`config.mk`:
```
export PLATFORM = sky130hd
export DESIGN_NAME = seven_seg_scan_flat
export DESIGN_NICKNAME = d
export VERILOG_FILES = /design/src/rtl/seven_seg_pkg.sv /design/src/rtl/seven_seg_scan_if.sv /design/src/rtl/hex_to_seg.sv /design/src/rtl/seven_seg_scan.sv /design/src/flat_wrapper.sv
export SDC_FILE = /design/constraint.sdc
export NUM_CORES = 1
export LEC_CHECK = 0
export ABC_AREA = 1
export CAP_MARGIN = 20
export CORE_MARGIN = 2
export CORE_UTILIZATION = 51
export DETAILED_ROUTE_END_ITERATION = 7
export GPL_ROUTABILITY_DRIVEN = 0
export HOLD_SLACK_MARGIN = 0.1
export PLACE_DENSITY_LB_ADDON = 0.2
export SETUP_SLACK_MARGIN = 0.3
export SLEW_MARGIN = 20
export SYNTH_ARGS = -nofsm -noshare
export SYNTH_HDL_FRONTEND = slang
export SYNTH_SLANG_ARGS = --single-unit
```
`constraint.sdc`:
```
create_clock -name clk -period 1.7 [get_ports clk]
set_input_delay 0.17 -clock clk [delete_from_list [all_inputs] [get_ports clk]]
set_output_delay 0.17 -clock clk [all_outputs]
set_load 0.005 [all_outputs]
```
`src/rtl/seven_seg_pkg.sv`:
```
// Shared constants for the seven-segment scanner: active-low glyph table and index-width helper.
package seven_seg_pkg;

  // Active-low {a,b,c,d,e,f,g}; a = bit 6
  localparam logic [6:0] GLYPH [16] = '{
    7'b0000001, 7'b1001111, 7'b0010010, 7'b0000110,
    7'b1001100, 7'b0100100, 7'b0100000, 7'b0001111,
    7'b0000000, 7'b0000100, 7'b0001000, 7'b1100000,
    7'b0110001, 7'b1000010, 7'b0110000, 7'b0111000
  };

  localparam logic [6:0] SEG_OFF = 7'h7F;

  // Minimum of 1 so single-entry counters still get a real bit
  function automatic int unsigned clog2(input int unsigned n);
    int unsigned w;
    w = 1;
    while ((32'd1 << w) < n) w++;
    return w;
  endfunction

endpackage

```
`src/rtl/seven_seg_scan_if.sv`:
```
// Host-side load bus and display-pin bundle for seven_seg_scan.
interface seven_seg_scan_if #(
  parameter int unsigned DIGITS = 4
);
  logic [4*DIGITS-1:0] value_in;
  logic [DIGITS-1:0]   dp_in;
  logic                load;
  logic [6:0]          seg_out;
  logic                dp_out;
  logic [DIGITS-1:0]   an_out;
  logic                frame_done;

  modport master (
    output value_in, dp_in, load,
    input  seg_out, dp_out, an_out, frame_done
  );

  modport slave (
    input  value_in, dp_in, load,
    output seg_out, dp_out, an_out, frame_done
  );
endinterface

```
`src/rtl/hex_to_seg.sv`:
```
// Combinational nibble to active-low seven-segment glyph lookup.
module hex_to_seg
  import seven_seg_pkg::*;
(
  input  logic [3:0] nibble,
  output logic [6:0] seg
);
  assign seg = GLYPH[nibble];
endmodule

```
`src/rtl/seven_seg_scan.sv`:
```
// Time-multiplexed hex display driver with frame-synchronous updates and anti-ghost guard.
// Optional leading-zero blanking is enabled by defining SEVEN_SEG_LZB_EN.
module seven_seg_scan
  import seven_seg_pkg::*;
#(
  parameter int unsigned DIGITS      = 4,
  parameter int unsigned REFRESH_DIV = 50000,
  parameter int unsigned GUARD       = 16,
  parameter int unsigned SEG_ACT_LOW = 1,
  parameter int unsigned AN_ACT_LOW  = 1
) (
  input logic             clk,
  input logic             rst,
  seven_seg_scan_if.slave bus
);

  localparam int unsigned IdxW = clog2(DIGITS);
  localparam int unsigned CntW = clog2(REFRESH_DIV);

  localparam logic [CntW-1:0]   TickMax  = CntW'(REFRESH_DIV - 1);
  localparam logic [CntW-1:0]   GuardEnd = CntW'(GUARD);
  localparam logic [IdxW-1:0]   LastIdx  = IdxW'(DIGITS - 1);
  localparam logic [6:0]        SegIdle  = (SEG_ACT_LOW != 0) ? SEG_OFF : 7'h00;
  localparam logic              DpIdle   = (SEG_ACT_LOW != 0);
  localparam logic [DIGITS-1:0] AnIdle   = (AN_ACT_LOW != 0) ? '1 : '0;

  logic [CntW-1:0]     tick_cnt_q, tick_cnt_d;
  logic [IdxW-1:0]     digit_idx_q, digit_idx_d;
  logic [4*DIGITS-1:0] pend_val_q, pend_val_d, disp_val_q, disp_val_d;
  logic [DIGITS-1:0]   pend_dp_q, pend_dp_d, disp_dp_q, disp_dp_d;
  logic                pend_valid_q, pend_valid_d;
  logic [6:0]          seg_q, seg_d;
  logic                dp_q, dp_d;
  logic [DIGITS-1:0]   an_q, an_d;
  logic                frame_done_q, frame_done_d;

  logic                tick, boundary;
  logic [3:0]          nib [DIGITS];
  logic [6:0]          glyph, lit_seg;
  logic [DIGITS-1:0]   an_onehot;

  for (genvar k = 0; k < DIGITS; k++) begin : g_nib
    assign nib[k] = disp_val_q[4*k +: 4];
  end

  hex_to_seg u_hex_to_seg (
    .nibble (nib[digit_idx_q]),
    .seg    (glyph)
  );

`ifdef SEVEN_SEG_LZB_EN
  // A digit blanks when it and every digit above it are zero; digit 0 never blanks
  logic [DIGITS-1:0] blank;
  for (genvar k = 0; k < DIGITS; k++) begin : g_blank
    if (k == 0) begin : g_lsd
      assign blank[k] = 1'b0;
    end else begin : g_upper
      assign blank[k] = ~|disp_val_q[4*DIGITS-1:4*k];
    end
  end
  assign lit_seg = blank[digit_idx_q] ? SEG_OFF : glyph;
`else
  assign lit_seg = glyph;
`endif

  always_comb begin
    tick_cnt_d   = tick_cnt_q + CntW'(1);
    digit_idx_d  = digit_idx_q;
    pend_val_d   = pend_val_q;
    pend_dp_d    = pend_dp_q;
    pend_valid_d = pend_valid_q;
    disp_val_d   = disp_val_q;
    disp_dp_d    = disp_dp_q;

    tick     = (tick_cnt_q == TickMax);
    boundary = tick && (digit_idx_q == LastIdx);

    if (tick) begin
      tick_cnt_d  = '0;
      digit_idx_d = (digit_idx_q == LastIdx) ? '0 : digit_idx_q + IdxW'(1);
    end

    // A load landing on the boundary itself bypasses pend and shows in the new frame
    if (boundary) begin
      pend_valid_d = 1'b0;
      if (bus.load) begin
        disp_val_d = bus.value_in;
        disp_dp_d  = bus.dp_in;
      end else if (pend_valid_q) begin
        disp_val_d = pend_val_q;
        disp_dp_d  = pend_dp_q;
      end
    end else if (bus.load) begin
      pend_val_d   = bus.value_in;
      pend_dp_d    = bus.dp_in;
      pend_valid_d = 1'b1;
    end

    an_onehot = '0;
    an_onehot[digit_idx_q] = 1'b1;
    if (tick_cnt_q < GuardEnd) an_onehot = '0;

    seg_d        = (SEG_ACT_LOW != 0) ? lit_seg : ~lit_seg;
    dp_d         = (SEG_ACT_LOW != 0) ? ~disp_dp_q[digit_idx_q] : disp_dp_q[digit_idx_q];
    an_d         = (AN_ACT_LOW != 0) ? ~an_onehot : an_onehot;
    frame_done_d = boundary;
  end

  always_ff @(posedge clk) begin
    if (rst) begin
      tick_cnt_q   <= '0;
      digit_idx_q  <= '0;
      pend_val_q   <= '0;
      pend_dp_q    <= '0;
      pend_valid_q <= 1'b0;
      disp_val_q   <= '0;
      disp_dp_q    <= '0;
      seg_q        <= SegIdle;
      dp_q         <= DpIdle;
      an_q         <= AnIdle;
      frame_done_q <= 1'b0;
    end else begin
      tick_cnt_q   <= tick_cnt_d;
      digit_idx_q  <= digit_idx_d;
      pend_val_q   <= pend_val_d;
      pend_dp_q    <= pend_dp_d;
      pend_valid_q <= pend_valid_d;
      disp_val_q   <= disp_val_d;
      disp_dp_q    <= disp_dp_d;
      seg_q        <= seg_d;
      dp_q         <= dp_d;
      an_q         <= an_d;
      frame_done_q <= frame_done_d;
    end
  end

  assign bus.seg_out    = seg_q;
  assign bus.dp_out     = dp_q;
  assign bus.an_out     = an_q;
  assign bus.frame_done = frame_done_q;

endmodule
```
`src/flat_wrapper.sv`:
```
// flat-port wrapper written by rule: the top's interface ports become plain ports
module seven_seg_scan_flat import seven_seg_pkg::*;
#(
  parameter int unsigned DIGITS      = 4,
  parameter int unsigned REFRESH_DIV = 50000,
  parameter int unsigned GUARD       = 16,
  parameter int unsigned SEG_ACT_LOW = 1,
  parameter int unsigned AN_ACT_LOW  = 1
)
  (clk, rst, bus_value_in, bus_dp_in, bus_load, bus_seg_out, bus_dp_out, bus_an_out, bus_frame_done);
  seven_seg_scan_if #(.DIGITS(DIGITS)) bus_i ();
  input logic clk;
  input logic rst;
  input wire logic [$bits(bus_i.value_in)-1:0] bus_value_in;
  input wire logic [$bits(bus_i.dp_in)-1:0] bus_dp_in;
  input wire logic [$bits(bus_i.load)-1:0] bus_load;
  output wire logic [$bits(bus_i.seg_out)-1:0] bus_seg_out;
  output wire logic [$bits(bus_i.dp_out)-1:0] bus_dp_out;
  output wire logic [$bits(bus_i.an_out)-1:0] bus_an_out;
  output wire logic [$bits(bus_i.frame_done)-1:0] bus_frame_done;
  assign bus_i.value_in = bus_value_in;
  assign bus_i.dp_in = bus_dp_in;
  assign bus_i.load = bus_load;
  assign bus_seg_out = bus_i.seg_out;
  assign bus_dp_out = bus_i.dp_out;
  assign bus_an_out = bus_i.an_out;
  assign bus_frame_done = bus_i.frame_done;
  seven_seg_scan #(.DIGITS(DIGITS), .REFRESH_DIV(REFRESH_DIV), .GUARD(GUARD), .SEG_ACT_LOW(SEG_ACT_LOW), .AN_ACT_LOW(AN_ACT_LOW)) u_core (.clk(clk), .rst(rst), .bus(bus_i));
endmodule
```
== After elaboration in Yosys (flattened, before gate mapping) ==
Memory sizes are Yosys's and may differ from the RTL's. A register that Yosys moved wholly into a read port is not among the register bits.
Cells that the tools add are included.

* Memories kept: 1
* Output and inout bits: 13
* Bits of input ports: 23
* ROM bits: 112
* Flip-flop bits (word level): 65
* Logic and storage cells: 44

* Equal/unequal tests: 2
* Multiplexer cells: 13
* Bitwise gates (word level): 5
* Order comparisons: 4
* $add $sub $neg: 2
* Reductions and logical operators: 7

{| class="wikitable"
|+ Memories
! name !! words !! bits a word !! rd ports !! clocked after memory_dff !! write ports !! RTL line !! text
|-
| (name not given) || 16 || 7 || 1 || 1 || 0 || hex_to_seg.sv:8 || <nowiki>assign seg = GLYPH[nibble];</nowiki>
|}

{| class="wikitable"
|+ Operator list
! cell !! number
|-
| two-way mux 16 bit || 2
|-
| two-way mux 4 bit || 5
|-
| adder 16 x 1 -> 16 bit (second input constant) || 1
|-
| equality test 16 bit (second input constant) || 1
|-
| less-than comparator 16 x 5 -> 1 bit (second input constant) || 1
|-
| binary-select mux 4 bit (select 2 bit) || 1
|-
| NOT 4 -> 5 bit || 1
|-
| NOT 4 bit || 1
|-
| AND reduction 2 bit || 2
|-
| OR reduction 2 bit || 2
|-
| >= comparator 3 bit (second input constant) || 1
|-
| less-than comparator 2 x 3 -> 1 bit (second input constant) || 1
|-
| NOT 2 -> 3 bit || 1
|-
| adder 2 x 1 -> 2 bit (second input constant) || 1
|-
| binary-select mux 1 bit (select 2 bit) || 1
|-
| demux 1 bit (select 2 bit) || 1
|-
| equality test 2 bit (second input constant) || 1
|-
| >= comparator 2 x 1 -> 1 bit (second input constant) || 1
|-
| logical AND 1 bit || 2
|-
| two-way mux 1 bit || 2
|-
| two-way mux 2 bit || 1
|-
| NOT 1 bit || 2
|-
| nonzero test 2 bit || 1
|}

== Depth between registers and ports, before layout ==
Gate-level depths: netlist of run 1.

* Depth after elaboration: 6
* Mapped depth: 11
* Mapped depth without buffers: 10

== Hierarchy ==
Synthesis of run 1 repeated with hierarchy kept, for this count alone.

* Cell total of the unflattened synthesis: 521
* Area total of the unflattened synthesis: 3,757.4 µm²

{| class="wikitable"
|+ By module, submodules not included
! module !! cells an instance !! area an instance (µm²) !! instances !! seq. area each (µm²)
|-
| seven_seg_scan || 472 || 3,483.3 || 1 || 1,441.4
|-
| hex_to_seg || 49 || 274.0 || 1 || 0.0
|}

== Worst setup path before layout of run 1 ==
OpenSTA, ideal clock, no wires.

* Path kind: register -> register
* Start: register u_core.digit_idx_q[0]
* End: register u_core.seg_q[3], in the netlist u_core.bus.seg_out[3]
* Library setup time: 0.129 ns
* Data arrival time: 1.469 ns
* Data required time: 1.571 ns
* Cell stages (with the launch flop): 12
* Path slack: 0.101 ns
* Period minus slack after synthesis: 1.599 ns
* Path buffers: 2
* Cells stage by stage: dfxtp_1 -> buf_2 -> buf_2 -> nand2_1 -> nand3_1 -> nand2_1 -> inv_1 -> ha_1 -> nand2_1 -> o21ai_0 -> nand2_1 -> nand3_1

* Cells in the longest elaborated chain, start to end: 5

{| class="wikitable"
|+ Ends and longest elaborated chain
! what !! RTL line !! text
|-
| start: declaration || seven_seg_scan.sv:28 || <nowiki>logic [IdxW-1:0] digit_idx_q, digit_idx_d;</nowiki>
|-
| start signal: assignment || seven_seg_scan.sv:124 || <nowiki>digit_idx_q <= digit_idx_d;</nowiki>
|-
| NOT 2 -> 3 bit (not written as such) || seven_seg_scan.sv:47 || <nowiki>.nibble (nib[digit_idx_q]),</nowiki>
|-
| binary-select mux 4 bit (select 2 bit) || seven_seg_scan.sv:47 ||
|-
| two-way mux 4 bit (not written as such) (2 in a row) || seven_seg_scan.sv:47 ||
|-
| NOT 4 -> 5 bit (not written as such) || hex_to_seg.sv:8 ||
|-
| end: declaration || seven_seg_scan.sv:32 || <nowiki>logic [6:0] seg_q, seg_d;</nowiki>
|}

Every way passes these cells. The select of a mux whose other input is x is not followed.
A chain may end at the register's enable or synchronous reset.

== Worst setup path in the final report of run 1 ==
* Start: register u_core.digit_idx_q[0]
* End: register u_core.seg_q[4], in the netlist u_core.bus.seg_out[4]

Same word-level chain as after synthesis.

==> results of run 1 <==
worst max path at each step:
stage	from	to	cells past startpoint
after floorplan	u_core.digit_idx_q[0]	u_core.bus.seg_out[3]	11
after global placement	u_core.digit_idx_q[0]	u_core.bus.seg_out[6]	8
after detailed placement	u_core.digit_idx_q[0]	u_core.bus.seg_out[6]	8
after CTS	u_core.tick_cnt_q[0]	u_core.pend_dp_q[0]	7
after global routing	u_core.digit_idx_q[0]	u_core.disp_val_q[10]	6
final	u_core.digit_idx_q[0]	u_core.bus.seg_out[4]	8
logic make-up (layout without fill, tap and decap cells):
family | after synthesis | after routing | synth area share
buf+inv | 86 | 144 | 0.105
compound gates | 66 | 66 | 0.0895
simple gates | 291 | 292 | 0.366
xor+xnor | 6 | 6 | 0.0142
fa+ha+maj | 11 | 11 | 0.0371
flops | 72 | 72 | 0.389
power breakdown:
| part | total [uW] | switching (uW) | internal, uW |
|---|---|---|---|
| Combinational | 280 | 144 | 136 |
| Clock | 1540 | 639 | 904 |
| Sequential | 1750 | 25.2 | 1730 |
Yosys cell counts (all sizes together):
master / count
o21ai: 29
nand2: 142
clkbuf: 8
clkinv: 1
nand4: 5
nand3b: 2
buf: 17
a31oi: 1
ha: 11
xor2: 6
or2: 3
nor3: 6
nand3: 48
nor2: 83
or3: 1
a21oi: 36
inv: 60
dfxtp: 72
nor3b: 1
stage by stage:
step / setup WS (ns) / util / area [um2] / instances / hold WS, ns
6_report: 0.190 / 0.682 / 4870 / 690 / 0.436
5_1_grt: 0.161 / 0.682 / 4870 / 690 / 0.488
4_1_cts: 0.256 / 0.648 / 4630 / 680 / 0.426
3_5_place_dp: 0.0706 / 0.580 / 4140 / 650 / 0.443
3_3_place_gp: 0.122 / 0.580 / 4140 / 650 / 0.428
2_1_floorplan: 0.269 / - / 3740 / 532 / 0.265
sequential cells by signal, indices dropped and copies added (netlist names):
register               flops
u_core.disp_val_q         16
u_core.pend_val_q         16
u_core.tick_cnt_q         16
u_core.bus.seg_out         7
u_core.bus.an_out          4
u_core.disp_dp_q           4
u_core.pend_dp_q           4
u_core.digit_idx_q         2
u_core.bus.dp_out          1
u_core.bus.frame_done      1
u_core.pend_valid_q        1
critical path, stage by stage (launching register included):
cell	delay, ns
dfxtp_4	0.38
buf_6	0.14
a21oi_2	0.14
o21ai_2	0.09
nand2_4	0.15
ha_4	0.18
inv_1	0.06
a21oi_2	0.15
o21ai_0	0.10
routing by layer:
layer | part of all wire | GRT usage
met4 | 0.023 | 0.0760
met1 | 0.44 | 0.263
met5 | 0 | 0
met2 | 0.50 | 0.378
met3 | 0.039 | 0.0572
what timing repair did:
| item | CTS | global route |
|---|---|---|
| endpoints found under the hold margin | 0 | 0 |
| resized for setup | 38 | 37 |
| setup buffers | 13 | 5 |
| cloned | 1 | 5 |
| setup endpoints to repair | 65 | 65 |
| pin swaps | 8 | 10 |
layout make-up:
| type | instances | area share |
|---|---|---|
| multi-input cells | 375 | 0.437 |
| flip-flops and latches | 72 | 0.300 |
| repair buffers | 67 | 0.141 |
| inverters | 61 | 0.0491 |
| clock buffers | 11 | 0.0311 |
| well taps | 99 | 0.0254 |
| clock inverters | 5 | 0.0162 |
==> flow_summary.toml, run 1 <==
[sta]
setup_violations = 0
finClkSkew_ns = 0.00789
finalCriticalPeriod_ns = 1.51
hold_viol = 0
clock.fmax_ghz = 0.662
rsz0062_at_grt = "true"
max-slew-margin-rel = 0.661
worst_slew_pin_slew_ns = 0.509
finalSetupTns_ns = 0
drv_slew = 0
min_period_over_period = 0.888

[floorplan]
die_w_um = 89.2
coreArea_um2 = 7140
die_y_um = 89.2
rows = 31
die-area_um2 = 7960
start_util = 0.519
boundaryPins = 36

[grt]
globalRouteTotalUtil = 0.219
grt_pass1_vias = 3148
grt_start_max_net_pins = 42
grt-ovfl-total = 0
grt_first_pass_wirelength_um = 13800
grt_antenna_before_repair = 0

[power_and_ir_drop]
power_uw = 3580
p_per_area_nw_per_um2 = 734
irDropWorstVdd_uv = 448
p_leak_uw = 0.00223

[yosys]
synth.area.top_cells = "dfxtp_1 (39%), nand2_1 (14%), nor2_1 (8.2%), inv_1 (5.7%), nand3_2 (5.4%)"
syn_area_per_cell_um2 = 6.97
ys_seq_area_frac = 0.389
synthCells = 532
yosys.area.top_type = "dfxtp_1"
ys_ff_latch = 72
synth_top_area_frac = 0.389
ys_types = 28
netlist_area_um2 = 3710
synthesis.nets = 566
yosys_warnings = 0

[clock_tree]
clock_path_buffers = 2
clock_sinks = 72
cts_tree = "done"
clk_pin_slew_ns = 0.07
root_buffer = "clkbuf_8"
htree_levels = 3
numCtsBuffers = 9
clkLatencyLatePin_ns = 0.35
cts_hold_buf = 0

[job]
cap_violations = 0

[worst_setup_path]
reg2reg_to = "u_core.bus.seg_out[4]"
r2r_start = "u_core.digit_idx_q[0]"
cp-end-kind = "register"
crit_fanout = 6
cp.required_ns = 1.93
reg2reg_depth = 8
r2r_slack_ns = 0.19
cp_data_arrival_time_ns = 1.74
path_class = "reg -> reg"
cp-start-kind = "register"

[finish]
antenna_cells = 0
layout_commonest_cell = "nand2_1"
drive_gt1_frac = 0.234
layout_common_cells = "nand2_1 (128), nor2_1 (77), dfxtp_1 (61), inv_1 (53), clkdlybuf4s50_1 (34)"
final_nets = 620
final-seq-area_um2 = 1460
area_growth_pct = 31.4
multi_input_area_um2 = 2130
num-fill-cells = 618

[worst_hold_path]
min_path_cells = 6
hold_path_class = "in -> reg"
hold-path-endpoint = "u_core.disp_val_q[6]"
min_from = "bus_load"

[place]
dpl.hpwl_um = 4950
io_buffers = 35

[detailed_routing]
routed_wl_um = 8890
via_count = 3461
wl_per_cell_um = 12.9
ant_nets = 0
vias_per_cell = 5.02
drcViolationCount = 0
dr.pass1.iters = 5
drtIter0Drc = 173

[run_status]
status = "complete, no violations"
Note: power is estimated with default switching activity, not from simulation.
==> run 2, diff against run 1 <==
Settings changed: ABC_CLOCK_PERIOD_IN_PS from default to 1700.
==> results of run 2 <==
No change in the layout: final DEF, timing and power equal those of run 1.
==> run 3, diff against run 2 <==
Settings changed: SLEW_MARGIN 20 to default.
==> results of run 3 <==
No change in the layout: final DEF, timing and power equal those of run 1.
